**src/rtl/elevator_motion_ctrl.sv**
```systemverilog
// Collective-selective car motion controller for a 7-floor, 2-way elevator.
// Sequences IDLE / OPEN / MOVING using door-dwell and per-floor travel timers.
module elevator_motion_ctrl #(
    parameter int DOOR_TICKS   = 8,
    parameter int TRAVEL_TICKS = 16
) (
    input  logic        clk,
    input  logic        reset,
    input  logic        enable,
    input  logic [13:0] floorButton,
    input  logic [9:1]  internalButton,
    output logic [2:0]  currentFloor,
    output logic [1:0]  currentDirection,
    output logic        doorState,
    output logic        move
);
    localparam logic [1:0] STOP = 2'b00;
    localparam logic [1:0] UP   = 2'b10;
    localparam logic [1:0] DOWN = 2'b01;
    localparam int DW = $clog2(DOOR_TICKS + 1);
    localparam int TW = $clog2(TRAVEL_TICKS + 1);

    typedef enum logic [1:0] {
        IDLE,
        OPEN,
        MOVING
    } state_t;

    state_t        state, state_n;
    logic [2:0]    floor_q, floor_n;
    logic [1:0]    dir_q, dir_n;
    logic [DW-1:0] dtmr, dtmr_n;
    logic [TW-1:0] ttmr, ttmr_n;

    // Per-floor vectors indexed by floor number; bit 0 is unused.
    logic [7:0] up_call, dn_call, car, req;
    logic       here, above, below;
    logic [2:0] nfloor;
    logic       ahead_n, fwd_call, rev_call;

    assign up_call = {floorButton[13], floorButton[11], floorButton[9],
                      floorButton[7], floorButton[5], floorButton[3],
                      floorButton[1], 1'b0};
    assign dn_call = {floorButton[12], floorButton[10], floorButton[8],
                      floorButton[6], floorButton[4], floorButton[2],
                      floorButton[0], 1'b0};
    assign car     = {internalButton[7:1], 1'b0};
    assign req     = car | up_call | dn_call;

    function automatic logic reqs_above(input logic [7:0] r,
                                        input logic [2:0] f);
        logic [7:0] mask;
        mask = ~((8'd2 << f) - 8'd1);
        return |(r & mask);
    endfunction

    function automatic logic reqs_below(input logic [7:0] r,
                                        input logic [2:0] f);
        logic [7:0] mask;
        mask = ((8'd1 << f) - 8'd1) & 8'hFE;
        return |(r & mask);
    endfunction

    always_comb begin
        here  = req[floor_q];
        above = reqs_above(req, floor_q);
        below = reqs_below(req, floor_q);

        nfloor = floor_q;
        if (dir_q == UP && floor_q != 3'd7)
            nfloor = floor_q + 3'd1;
        else if (dir_q == DOWN && floor_q != 3'd1)
            nfloor = floor_q - 3'd1;

        ahead_n  = 1'b0;
        fwd_call = 1'b0;
        rev_call = 1'b0;
        if (dir_q == UP) begin
            ahead_n  = reqs_above(req, nfloor);
            fwd_call = up_call[nfloor];
            rev_call = dn_call[nfloor];
        end else if (dir_q == DOWN) begin
            ahead_n  = reqs_below(req, nfloor);
            fwd_call = dn_call[nfloor];
            rev_call = up_call[nfloor];
        end
    end

    always_comb begin
        state_n = state;
        floor_n = floor_q;
        dir_n   = dir_q;
        dtmr_n  = dtmr;
        ttmr_n  = ttmr;
        unique case (state)
            IDLE: begin
                if (here || internalButton[9]) begin
                    state_n = OPEN;
                    dtmr_n  = DW'(DOOR_TICKS);
                    if (up_call[floor_q])
                        dir_n = UP;
                    else if (dn_call[floor_q])
                        dir_n = DOWN;
                end else if (dir_q != DOWN && above) begin
                    state_n = MOVING;
                    dir_n   = UP;
                    ttmr_n  = TW'(TRAVEL_TICKS);
                end else if (below) begin
                    state_n = MOVING;
                    dir_n   = DOWN;
                    ttmr_n  = TW'(TRAVEL_TICKS);
                end else if (above) begin
                    state_n = MOVING;
                    dir_n   = UP;
                    ttmr_n  = TW'(TRAVEL_TICKS);
                end else begin
                    dir_n = STOP;
                end
            end
            OPEN: begin
                if (internalButton[9])
                    dtmr_n = DW'(DOOR_TICKS);
                else if (internalButton[8] && dtmr > DW'(1))
                    dtmr_n = DW'(1);
                else
                    dtmr_n = dtmr - DW'(1);
                if (dtmr_n == '0)
                    state_n = IDLE;
            end
            MOVING: begin
                if (ttmr > TW'(1)) begin
                    ttmr_n = ttmr - TW'(1);
                end else begin
                    floor_n = nfloor;
                    // Decide on arrival using the floor being entered.
                    if (car[nfloor] || fwd_call || !ahead_n) begin
                        ttmr_n = '0;
                        if (req[nfloor]) begin
                            state_n = OPEN;
                            dtmr_n  = DW'(DOOR_TICKS);
                            if (!ahead_n && !fwd_call && rev_call)
                                dir_n = ~dir_q;
                        end else begin
                            state_n = IDLE;
                        end
                    end else begin
                        ttmr_n = TW'(TRAVEL_TICKS);
                    end
                end
            end
            default: state_n = IDLE;
        endcase
    end

    always_ff @(posedge clk) begin
        if (reset) begin
            state   <= IDLE;
            floor_q <= 3'd1;
            dir_q   <= STOP;
            dtmr    <= '0;
            ttmr    <= '0;
        end else if (enable) begin
            state   <= state_n;
            floor_q <= floor_n;
            dir_q   <= dir_n;
            dtmr    <= dtmr_n;
            ttmr    <= ttmr_n;
        end
    end

    assign currentFloor     = floor_q;
    assign currentDirection = dir_q;
    assign doorState        = (state == OPEN);
    assign move             = (state == MOVING);

endmodule

```
**config.mk**
```make
export PLATFORM = sky130hd
export DESIGN_NAME = elevator_motion_ctrl
export DESIGN_NICKNAME = d
export VERILOG_FILES = /design/src/rtl/elevator_motion_ctrl.sv
export SDC_FILE = /design/constraint.sdc
export NUM_CORES = 1
export LEC_CHECK = 0
export ABC_CLOCK_PERIOD_IN_PS = 6200
export BUFFER_PORTS_ARGS = -buffer_cell sky130_fd_sc_hd__buf_2
export CORE_ASPECT_RATIO = 0.75
export CORE_UTILIZATION = 50
export CTS_CLUSTER_DIAMETER = 100
export DETAILED_ROUTE_END_ITERATION = 8
export PLACE_DENSITY = 0.71
export SYNTH_ARGS = -nofsm -noshare
export SYNTH_HDL_FRONTEND = slang
export SYNTH_SLANG_ARGS = --single-unit
```
**constraint.sdc**
```tcl
create_clock -name clk -period 6.2 [get_ports clk]
set_input_delay 1.24 -clock clk [delete_from_list [all_inputs] [get_ports clk]]
set_output_delay 1.24 -clock clk [all_outputs]
set_load 0.02 [all_outputs]
```
==> results of run 1 <==
-- layout make-up --
cell class | instances | area, sq um | area share [%]
flip-flops and latches | 16 | 320 | 12.4
clock buffers | 4 | 55.1 | 2.14
inverters | 11 | 41.3 | 1.60
well taps | 57 | 71.3 | 2.77
repair buffers | 33 | 168 | 6.50
multi-input cells | 286 | 1920 | 74.6
-- worst register-to-register path, cell delays in order, from the launching register on --
cell                      delay [ps]
sky130_fd_sc_hd__dfxtp_1         320
sky130_fd_sc_hd__buf_4           300
sky130_fd_sc_hd__inv_1           380
sky130_fd_sc_hd__ha_1            460
sky130_fd_sc_hd__nor4_1          850
sky130_fd_sc_hd__xnor2_1         240
sky130_fd_sc_hd__nor2_1           80
sky130_fd_sc_hd__nor4_1          460
sky130_fd_sc_hd__a21oi_1         160
sky130_fd_sc_hd__o21ai_1         380
sky130_fd_sc_hd__nor2_1           90
sky130_fd_sc_hd__o21ai_0         180
sky130_fd_sc_hd__a21oi_1          50
-- report_power, final --
group / internal [mW] / total, mW / leakage (nW) / switching [mW]
Sequential: 0.106 / 0.113 / 0.130 / 0.00693
Combinational: 0.0421 / 0.107 / 0.852 / 0.0650
Clock: 0.0565 / 0.0969 / 0.0288 / 0.0404
-- registers in the layout (all words and copies together) (netlist names) --
register and count:
currentDirection 2, ttmr 5, currentFloor 3, dtmr 4, state 2
-- cells by family after synthesis --
| kind of cell | Yosys count |
|---|---|
| and+or+nand+nor | 141 |
| AOI/OAI and AO/OA | 109 |
| buffers and inverters | 34 |
| muxes | 20 |
| DFF | 16 |
| adders and majority gates | 11 |
| xor gates and xnor gates | 5 |
-- worst max path at each step --
| stage | endpoint | slack, ps |
|---|---|---|
| after floorplan | dtmr[2] | 2730 |
| after global placement | ttmr[4] | 2320 |
| after detailed placement | currentDirection[1] | 2280 |
| after CTS | ttmr[4] | 2250 |
| after global routing | ttmr[4] | 1820 |
| final | ttmr[4] | 2140 |
-- cell usage after synthesis, types with 3 or more instances --
cell type,count,area [sq um]
sky130_fd_sc_hd__nor4b_1,4,35.0
sky130_fd_sc_hd__a21oi_1,27,135
sky130_fd_sc_hd__nand4_1,4,25.0
sky130_fd_sc_hd__xnor2_1,3,26.3
sky130_fd_sc_hd__a211o_1,3,26.3
sky130_fd_sc_hd__o31ai_1,4,30.0
sky130_fd_sc_hd__mux2_2,4,45.0
sky130_fd_sc_hd__a31oi_1,7,43.8
sky130_fd_sc_hd__nor2b_1,8,50.1
sky130_fd_sc_hd__ha_1,11,138
sky130_fd_sc_hd__o21ai_0,23,115
sky130_fd_sc_hd__nand2_1,29,109
sky130_fd_sc_hd__buf_2,9,45.0
sky130_fd_sc_hd__inv_1,11,41.3
sky130_fd_sc_hd__o2bb2ai_1,3,26.3
sky130_fd_sc_hd__mux4_2,3,67.6
sky130_fd_sc_hd__clkbuf_1,12,45.0
sky130_fd_sc_hd__nand3_1,14,70.1
sky130_fd_sc_hd__nand2b_1,3,18.8
sky130_fd_sc_hd__dfxtp_1,16,320
sky130_fd_sc_hd__mux2i_1,13,130
sky130_fd_sc_hd__or2_2,3,18.8
sky130_fd_sc_hd__nor3_1,18,90.1
sky130_fd_sc_hd__nor2_1,32,120
sky130_fd_sc_hd__a211oi_1,7,52.6
sky130_fd_sc_hd__o21a_1,3,22.5
sky130_fd_sc_hd__nor4_1,4,25.0
sky130_fd_sc_hd__and3_1,3,18.8
sky130_fd_sc_hd__o211ai_1,4,30.0
sky130_fd_sc_hd__or3_1,9,56.3
-- stage by stage --
| step | std cells | hold WS, ps |
|---|---|---|
| finish | 407 | 496 |
| global route | 407 | 520 |
| CTS | 407 | 493 |
| detailed placement | 403 | 484 |
| global placement | 403 | 487 |
| floorplan | 336 | 458 |
-- layer usage --
layer,vias up,GRT usage (%),wire [um]
met3,7,6.13,717
met1,1235,43.9,3450
met5,-,0,0
li1,1304,-,-
met4,0,3.01,28
met2,161,44.3,2960
==> flow_summary.ini, run 1 <==
[clocking]
ctsRootBufferMaster = sky130_fd_sc_hd__clkbuf_8
cts-htree-levels = 1
cts.sinks = 16
cts-buffers-inserted = 3
cts_tree = yes
post-cts-setup-buffers = 0
cts_resized = 0
clockBufferDepth = 2
cts.clk_slew.worst_paths_ps = 70
insertion_delay_ps = 260
hold_buffer_count_at_cts = 0

[sta]
timing.final.crit_share_pct = 65.5
setup_slack_ps = 2140
totalNegativeSetupSlack_ps = 0
setup_viol = 0
maxClockFrequency_mhz = 246
finalWorstPathRequiredPeriod_ps = 4060
grt_setup_unrepaired = false
slew_violations = 0
worst_slew_pin_tran_ps = 942
timing.max_slew.rel_slack_pct = 37.1
clock_skew_ps = 3.46
finalHoldViolations = 0

[route]
via_count = 2707
routed_wl_um = 7150
via_per_inst = 6.65
antenna_violating_nets_post_route = 0
drt_iter0_markers = 256
route.detailed.wl_per_inst_um = 17.6
detail_route.drc_violations = 0
drtPass1Iterations = 5

[die]
rows = 21
die_area_sq_mm = 0.00504
core_region_area_sq_mm = 0.00452
num_io_pins = 33
floorplan.die.height_um = 61.8
die_width_um = 81.7
floorplan.initialDensity_pct = 52.7

[setup_path]
cp_cell_sequence = buf_4 > inv_1 > ha_1 > nor4_1 > xnor2_1 > nor2_1 > nor4_1 > a21oi_1 > o21ai_1 > nor2_1 > o21ai_0 > a21oi_1
reg2reg_depth = 12
required_ps = 6350
critPathTopFamily = simple AND/OR/NAND/NOR gates
path_max_fanout = 25
r2r-end = ttmr[4]
path_buf_inv = 2
critical_path_class = flip-flop to flip-flop
critPathLaunchType = flip-flop
worst_path_largest_cell_delay_ps = 850
worst-path-stages = 12
crit-reg2reg-launch = currentFloor[0]
worstSetupStartpoint = currentFloor[0]
worst_ep_arrival_time_ps = 4210
endpoint_kind = flip-flop
timing.critical_path.slowest_stage_cell = sky130_fd_sc_hd__nor4_1
timing.reg2reg.setup_slack_ps = 2140

[synthesis]
synth_flop_cell = sky130_fd_sc_hd__dfxtp_1
post_synth_simple_gate_area_pct = 30.6
netlist_area_sq_mm = 0.00238
largest_family_of_logic_cells_by_synthesized_area = compound AO/OA/AOI/OAI gates
synth_compound_gate_area_share_pct = 31.5
synth_seq_cells = 16
yosys_cell_types = 63
synth-warning-count = 0
synthesis.area_per_instance_sq_um = 7.09
async_reset_ff_share_pct = 0
adder_cell_area_share_of_the_yosys_netlist_pct = 5.78
share_of_the_synthesized_netlist_area_taken_by_xor_and_xnor_gates_pct = 2.63
synth.mux.area_fraction_pct = 10.2
synth.net_count = 373
synth.yosys.seq_area_share_pct = 13.5
count_of_flip_flops_with_a_built_in_enable_after_synthesis = 0
syn_inst = 336

[global_route]
grt_usage_pct = 29.3
antenna_found_initial = 0
grt_pass1_vias = 2250
grt_start_max_net_pins = 26
grt_first_pass_wirelength_um = 11200
gr-total-overflow = 0

[placement]
port_buffers = 32
pre_cts_slack_ps = 2280
dp.final_hpwl_um = 5470
place_congestion = 0.933
placed_cell_area_sq_mm = 0.00252

[layout]
final_core_utilization_pct = 57.0
most_frequent_cells_in_the_layout = sky130_fd_sc_hd__nor2_1, sky130_fd_sc_hd__buf_2, sky130_fd_sc_hd__nand2_1
synthesis_to_layout_area_growth_pct = 8.25
final_design_area_no_fill_sq_mm = 0.00258
post_route_cells_drive_above_1_share_pct = 16.0
fill_cells = 435
antenna-diode-count = 0
design.final.nets = 388

[min_path]
min-delay-start = ttmr[3]
timing.hold.worst_endpoint = ttmr[3]
timing.hold.worst_path_depth = 2
min-delay-path-class = flip-flop to flip-flop

[power]
cellPowerDensity_mw_per_mm2 = 123
power.static_leakage_nw = 1.01
fin_total_pwr_mw = 0.317
max-vdd-ir-drop_mv = 0.0836

[job]
cap_viol_max_count = 0

[outcome]
run_status = completed
Note: power is estimated with default switching activity, not from simulation.
==> run 2: changes to the inputs <==
Settings changed: ABC_CLOCK_PERIOD_IN_PS 6200 to 3330, PLACE_DENSITY 0.71 to 0.74.
Clock period 6.2 ns to 3.33 ns, I/O delays scaled along.
==> run 2 against run 1 <==
Against the previous run: critical path depth is 1 lower; via count is 5.1% higher; first-iteration DRC count grew 57%; wire length is 5.2% higher; global-route usage increased by 1.2 points; die area did not move; register-to-register slack lost 2100 ps; cell count grew 7.1%; non-clock buffer count up 29.
==> flow_summary.ini, run 2 (same netlist as run 1, synthesis figures left out) <==
[outcome]
run_status = completed

[sta]
grt_setup_unrepaired = true
totalNegativeSetupSlack_ps = 0
clock_skew_ps = 2.56
slew_violations = 0
worst_slew_pin_tran_ps = 751
finalHoldViolations = 0
setup_viol = 0
timing.final.crit_share_pct = 99.7
finalWorstPathRequiredPeriod_ps = 3320
maxClockFrequency_mhz = 301
timing.max_slew.rel_slack_pct = 49.2

[setup_path]
timing.reg2reg.setup_slack_ps = 10
r2r-end = currentDirection[1]
worst_ep_arrival_time_ps = 3450
path_buf_inv = 0
path_max_fanout = 7
reg2reg_depth = 11
crit-reg2reg-launch = currentFloor[0]
worst_path_largest_cell_delay_ps = 540
worstSetupStartpoint = currentFloor[0]
timing.critical_path.slowest_stage_cell = sky130_fd_sc_hd__or4_4
endpoint_kind = flip-flop
cp_cell_sequence = ha_4 > ha_4 > or3b_4 > a21boi_4 > xnor2_4 > mux2i_2 > a211oi_2 > or4_4 > a2111oi_4 > o221a_2 > nor3_2
worst_path_most_repeated_cell = sky130_fd_sc_hd__ha_4
critical_path_class = flip-flop to flip-flop
critPathTopFamily = simple AND/OR/NAND/NOR gates
required_ps = 3460
critPathLaunchType = flip-flop

[layout]
most_frequent_cells_in_the_layout = sky130_fd_sc_hd__nor2_1, sky130_fd_sc_hd__buf_2, sky130_fd_sc_hd__nand2_1
sequential_cell_area_sq_um = 325
multi_input_gate_area_sq_mm = 0.00204
final_core_utilization_pct = 65.3
post_route_cells_drive_above_1_share_pct = 27.7
max_flop_register = ttmr
antenna-diode-count = 0
fill_cells = 407
synthesis_to_layout_area_growth_pct = 24.0
largest_register_ffs = 5
design.final.nets = 417

[power]
max-vdd-ir-drop_mv = 0.126
power.static_leakage_nw = 1.15
total_switching_power_mw = 0.220
switching_part_of_the_total_pct = 35.0
p_clk_share_pct = 28.3
cellInternalPower_mw = 0.409
power_frac_seq_pct = 32.4
cellPowerDensity_mw_per_mm2 = 213
comb_power_share_pct = 39.3

[global_route]
antenna_found_initial = 0
grtUsageMet3_pct = 5.11
met1_resource_use_gr_pct = 47.3
globalRouteMet2Util_pct = 44.6
grt_usage_pct = 30.4
grt_first_pass_wirelength_um = 11600
grt_start_max_net_pins = 25
globalRoute.busiestLayer = met1
gr-total-overflow = 0
grt_pass1_vias = 2308

[clocking]
cts.sinks = 16
cts-htree-levels = 1
clockBufferDepth = 2
insertion_delay_ps = 260
cts_tree = yes
cts-buffers-inserted = 3
cts.clk_slew.worst_paths_ps = 60
ctsRootBufferMaster = sky130_fd_sc_hd__clkbuf_8

[placement]
port_buffers = 32
place_congestion = 0.957
dp.final_hpwl_um = 5560

[min_path]
min-delay-start = ttmr[1]
min-delay-path-class = flip-flop to flip-flop
timing.hold.worst_endpoint = ttmr[1]
timing.hold.worst_path_depth = 2

[job]
cap_viol_max_count = 0

[route]
drt_iter0_markers = 403
drtPass1Iterations = 5
detail_route.drc_violations = 0
routed_wl_um = 7520
via_per_inst = 6.52
antenna_violating_nets_post_route = 0
via_count = 2844
route.detailed.wl_per_inst_um = 17.3

[die]
floorplan.initialDensity_pct = 52.7
die_width_um = 81.7
core_region_area_sq_mm = 0.00452
rows = 21
floorplan.die.height_um = 61.8
num_io_pins = 33
die_area_sq_mm = 0.00504
-- run 2: area by class of cell --
type,instances,area share [%]
inverter,11,1.53
timing repair buffer,62,14.0
sequential,16,11.0
multi-input combinational,286,69.1
clock buffer,4,1.87
tap,57,2.42
-- run 2: layer usage --
metal	vias up	routed length (um)
li1	1360	-
met1	1293	3490
met2	174	3070
met3	17	846
met4	0	108
met5	-	0
-- run 2: worst register-to-register path, delay by kind of cell (launching register included) --
kind                     cells  cell delay (ps)
AO/OA/AOI/OAI                4              920
XOR/XNOR                     1              320
adder cells (fa/ha/maj)      2              320
flip-flops                   1              360
multiplexers                 1              310
AND/OR/NAND/NOR              3              970
-- run 2: stage by stage --
step | std cells | total power, mW | hold slack (ps) | instance area [sq um] | setup slack (ps)
2_1_floorplan | 336 | 0.353 | 458 | 2390 | 7.17
3_3_place_gp | 426 | 0.424 | 471 | 2700 | 112
3_5_place_dp | 426 | 0.425 | 477 | 2700 | 33.5
4_1_cts | 430 | 0.604 | 486 | 2750 | 22.6
5_1_grt | 436 | 0.666 | 529 | 2950 | -77.1
6_report | 436 | 0.629 | 479 | 2950 | 10.2
-- run 2: power groups by stage --
| stage | registers [mW] | clock network [mW] | logic (mW) |
|---|---|---|---|
| after global placement | 0.209 | 0 | 0.215 |
| final | 0.204 | 0.178 | 0.247 |
| after global routing | 0.205 | 0.194 | 0.266 |
| after floorplan | 0.209 | 0 | 0.144 |
| after CTS | 0.205 | 0.183 | 0.217 |
| after detailed placement | 0.209 | 0 | 0.216 |
-- run 2: repair_timing --
| item | CTS | global route |
|---|---|---|
| resized for setup | 0 | 33 |
| endpoints found under the setup margin | 0 | 10 |
| hold buffers | 0 | 0 |
| endpoints found under the hold margin | 0 | 0 |
| buffers inserted | 0 | 6 |
-- run 2: worst max path at each step --
stage                     depth (start not counted)                  end
final                                            11  currentDirection[1]
after global placement                           11  currentDirection[1]
after detailed placement                         11  currentDirection[1]
after CTS                                        11  currentDirection[1]
after global routing                             12  currentDirection[1]
after floorplan                                  13  currentDirection[1]
==> run 3: changes to the inputs <==
Settings changed: CTS_BUF_LIST from default to sky130_fd_sc_hd__clkbuf_4.
==> run 3 against run 2 <==
Against the previous run: the run now ends with negative setup slack left; core utilization is 0.58 points lower; combinational power about the same; flip-flop and latch count did not move; critical path depth stayed put; non-clock buffer count grew 2; setup slack worse by 78 ps; first-iteration DRC count fell by 10%; count of clock-buffer cells in the layout shrank 1; wire length decreased by 0.53%; sequential power hardly changed.
==> flow_summary.ini, run 3 (same netlist as run 1, synthesis figures left out) <==
[global_route]
grt_pass1_vias = 2305
grt_start_max_net_pins = 25
gr-total-overflow = 0
grt_usage_pct = 30.3
grt_first_pass_wirelength_um = 11500
antenna_found_initial = 0

[route]
antenna_violating_nets_post_route = 0
detail_route.drc_violations = 0
via_per_inst = 6.43
drtPass1Iterations = 5
drt_iter0_markers = 362
route.detailed.wl_per_inst_um = 17.1
via_count = 2818
routed_wl_um = 7480

[setup_path]
reg2reg_depth = 11
endpoint_kind = flip-flop
critical_path_class = flip-flop to flip-flop
cp_cell_sequence = ha_4 > ha_4 > or3b_4 > a21boi_4 > xnor2_4 > mux2i_2 > a211oi_2 > or4_4 > a2111oi_4 > o221a_2 > nor3_2
timing.reg2reg.setup_slack_ps = -70
worst-path-stages = 11
worst_ep_arrival_time_ps = 3580
critPathLaunchType = flip-flop
required_ps = 3510
path_buf_inv = 0
worst_path_most_repeated_cell = sky130_fd_sc_hd__ha_4
critPathTopFamily = simple AND/OR/NAND/NOR gates
timing.critical_path.slowest_stage_cell = sky130_fd_sc_hd__or4_4
path_max_fanout = 7
worst_path_largest_cell_delay_ps = 540

[min_path]
timing.hold.worst_path_depth = 2
min-delay-path-class = flip-flop to flip-flop

[sta]
timing.final.crit_share_pct = 102
hold_ws_ps = 484
finalWorstPathRequiredPeriod_ps = 3400
clock_skew_ps = 5.01
worst_slew_pin_tran_ps = 720
slew_violations = 0
maxClockFrequency_mhz = 294
totalNegativeSetupSlack_ps = -67.4
timing.max_slew.rel_slack_pct = 51.3
grt_setup_unrepaired = true
finalHoldViolations = 0
setup_viol = 1
setup_slack_ps = -67.4

[clocking]
cts.clk_slew.worst_paths_ps = 100
cts-buffers-inserted = 3
clockBufferDepth = 2
insertion_delay_ps = 290
hold_buffer_count_at_cts = 0
cts-htree-levels = 1
ctsRootBufferMaster = sky130_fd_sc_hd__clkbuf_4
cts.sinks = 16
cts_tree = yes

[layout]
max_flop_register = ttmr
largest_register_ffs = 5
fill_cells = 409
synthesis_to_layout_area_growth_pct = 22.9
multi_input_gate_area_sq_mm = 0.00204
antenna-diode-count = 0
final_design_area_no_fill_sq_mm = 0.00293
sequential_cell_area_sq_um = 325
post_route_cells_drive_above_1_share_pct = 27.6
layoutNonFillerInstCount = 438
design.final.nets = 419
most_frequent_cells_in_the_layout = sky130_fd_sc_hd__nor2_1, sky130_fd_sc_hd__buf_2, sky130_fd_sc_hd__nand2_1, sky130_fd_sc_hd__buf_4, sky130_fd_sc_hd__a21oi_1

[die]
rows = 21
num_io_pins = 33
floorplan.die.height_um = 61.8
floorplan.initialDensity_pct = 52.7
die_width_um = 81.7
die_area_sq_mm = 0.00504
core_region_area_sq_mm = 0.00452

[power]
comb_power_share_pct = 44.2
cellPowerDensity_mw_per_mm2 = 191
power.static_leakage_nw = 1.15
total_switching_power_mw = 0.211
switching_part_of_the_total_pct = 37.8
p_clk_share_pct = 19.3
power_frac_seq_pct = 36.5
max-vdd-ir-drop_mv = 0.107
cellInternalPower_mw = 0.348

[placement]
dp.final_hpwl_um = 5560
placed_cell_area_sq_mm = 0.00270
port_buffers = 32
placed_cells_incl_taps = 426
place_congestion = 0.957

[outcome]
violations = negative setup slack
run_status = finished with violations

[job]
cap_viol_max_count = 0
-- run 3: path summary, 6_finish.rpt --
kind	start	endpoint
setup reg to reg	currentFloor[1]	currentDirection[1]
hold / removal	ttmr[1]	ttmr[1]
hold reg to reg	ttmr[1]	ttmr[1]
setup / recovery	currentFloor[1]	currentDirection[1]
-- run 3: metal layers --
layer	GRT usage, %	vias up	wire length, um
li1	-	1363	-
met5	0	-	0
met2	44.4	154	3130
met1	47.1	1293	3590
met4	4.01	0	62
met3	4.67	8	705
-- run 3: power groups by stage --
stage | logic, mW | clock network (mW) | registers, mW
floorplan | 0.144 | 0 | 0.209
finish | 0.247 | 0.108 | 0.204
detailed placement | 0.216 | 0 | 0.209
CTS | 0.217 | 0.112 | 0.204
global placement | 0.215 | 0 | 0.209
global route | 0.266 | 0.124 | 0.205
-- run 3: timing repair --
item | CTS | global route
gates cloned | 0 | 0
endpoints found under the setup margin | 1 | 11
gates resized for setup | 0 | 30
pin swaps | 1 | 9
setup buffers | 0 | 8
-- run 3: worst register-to-register path: stages (launching register included) --
cell and delay, ps:
sky130_fd_sc_hd__dfxtp_4 370, sky130_fd_sc_hd__ha_4 170, sky130_fd_sc_hd__ha_4 150, sky130_fd_sc_hd__or3b_4 390, sky130_fd_sc_hd__a21boi_4 170, sky130_fd_sc_hd__xnor2_4 350
sky130_fd_sc_hd__mux2i_2 310, sky130_fd_sc_hd__a211oi_2 110, sky130_fd_sc_hd__or4_4 540, sky130_fd_sc_hd__a2111oi_4 410, sky130_fd_sc_hd__o221a_2 280, sky130_fd_sc_hd__nor3_2 40
-- run 3: per-stage QoR --
step                      power, mW  setup WS, ps  util, %
final                         0.559         -67.4     64.7
after floorplan               0.353          7.17        -
after global routing          0.595          -111     64.7
after detailed placement      0.425          33.5     59.7
after CTS                     0.533          19.6     60.2
after global placement        0.424           112     59.7
-- run 3: layout make-up --
| type | count | share of cell area, % |
|---|---|---|
| Multi-Input combinational cell | 286 | 69.7 |
| Timing Repair Buffer | 64 | 14.3 |
| Sequential cell | 16 | 11.1 |
| Tap cell | 57 | 2.44 |
| Inverter | 11 | 1.54 |
| Clock buffer | 3 | 0.770 |
| Clock inverter | 1 | 0.128 |
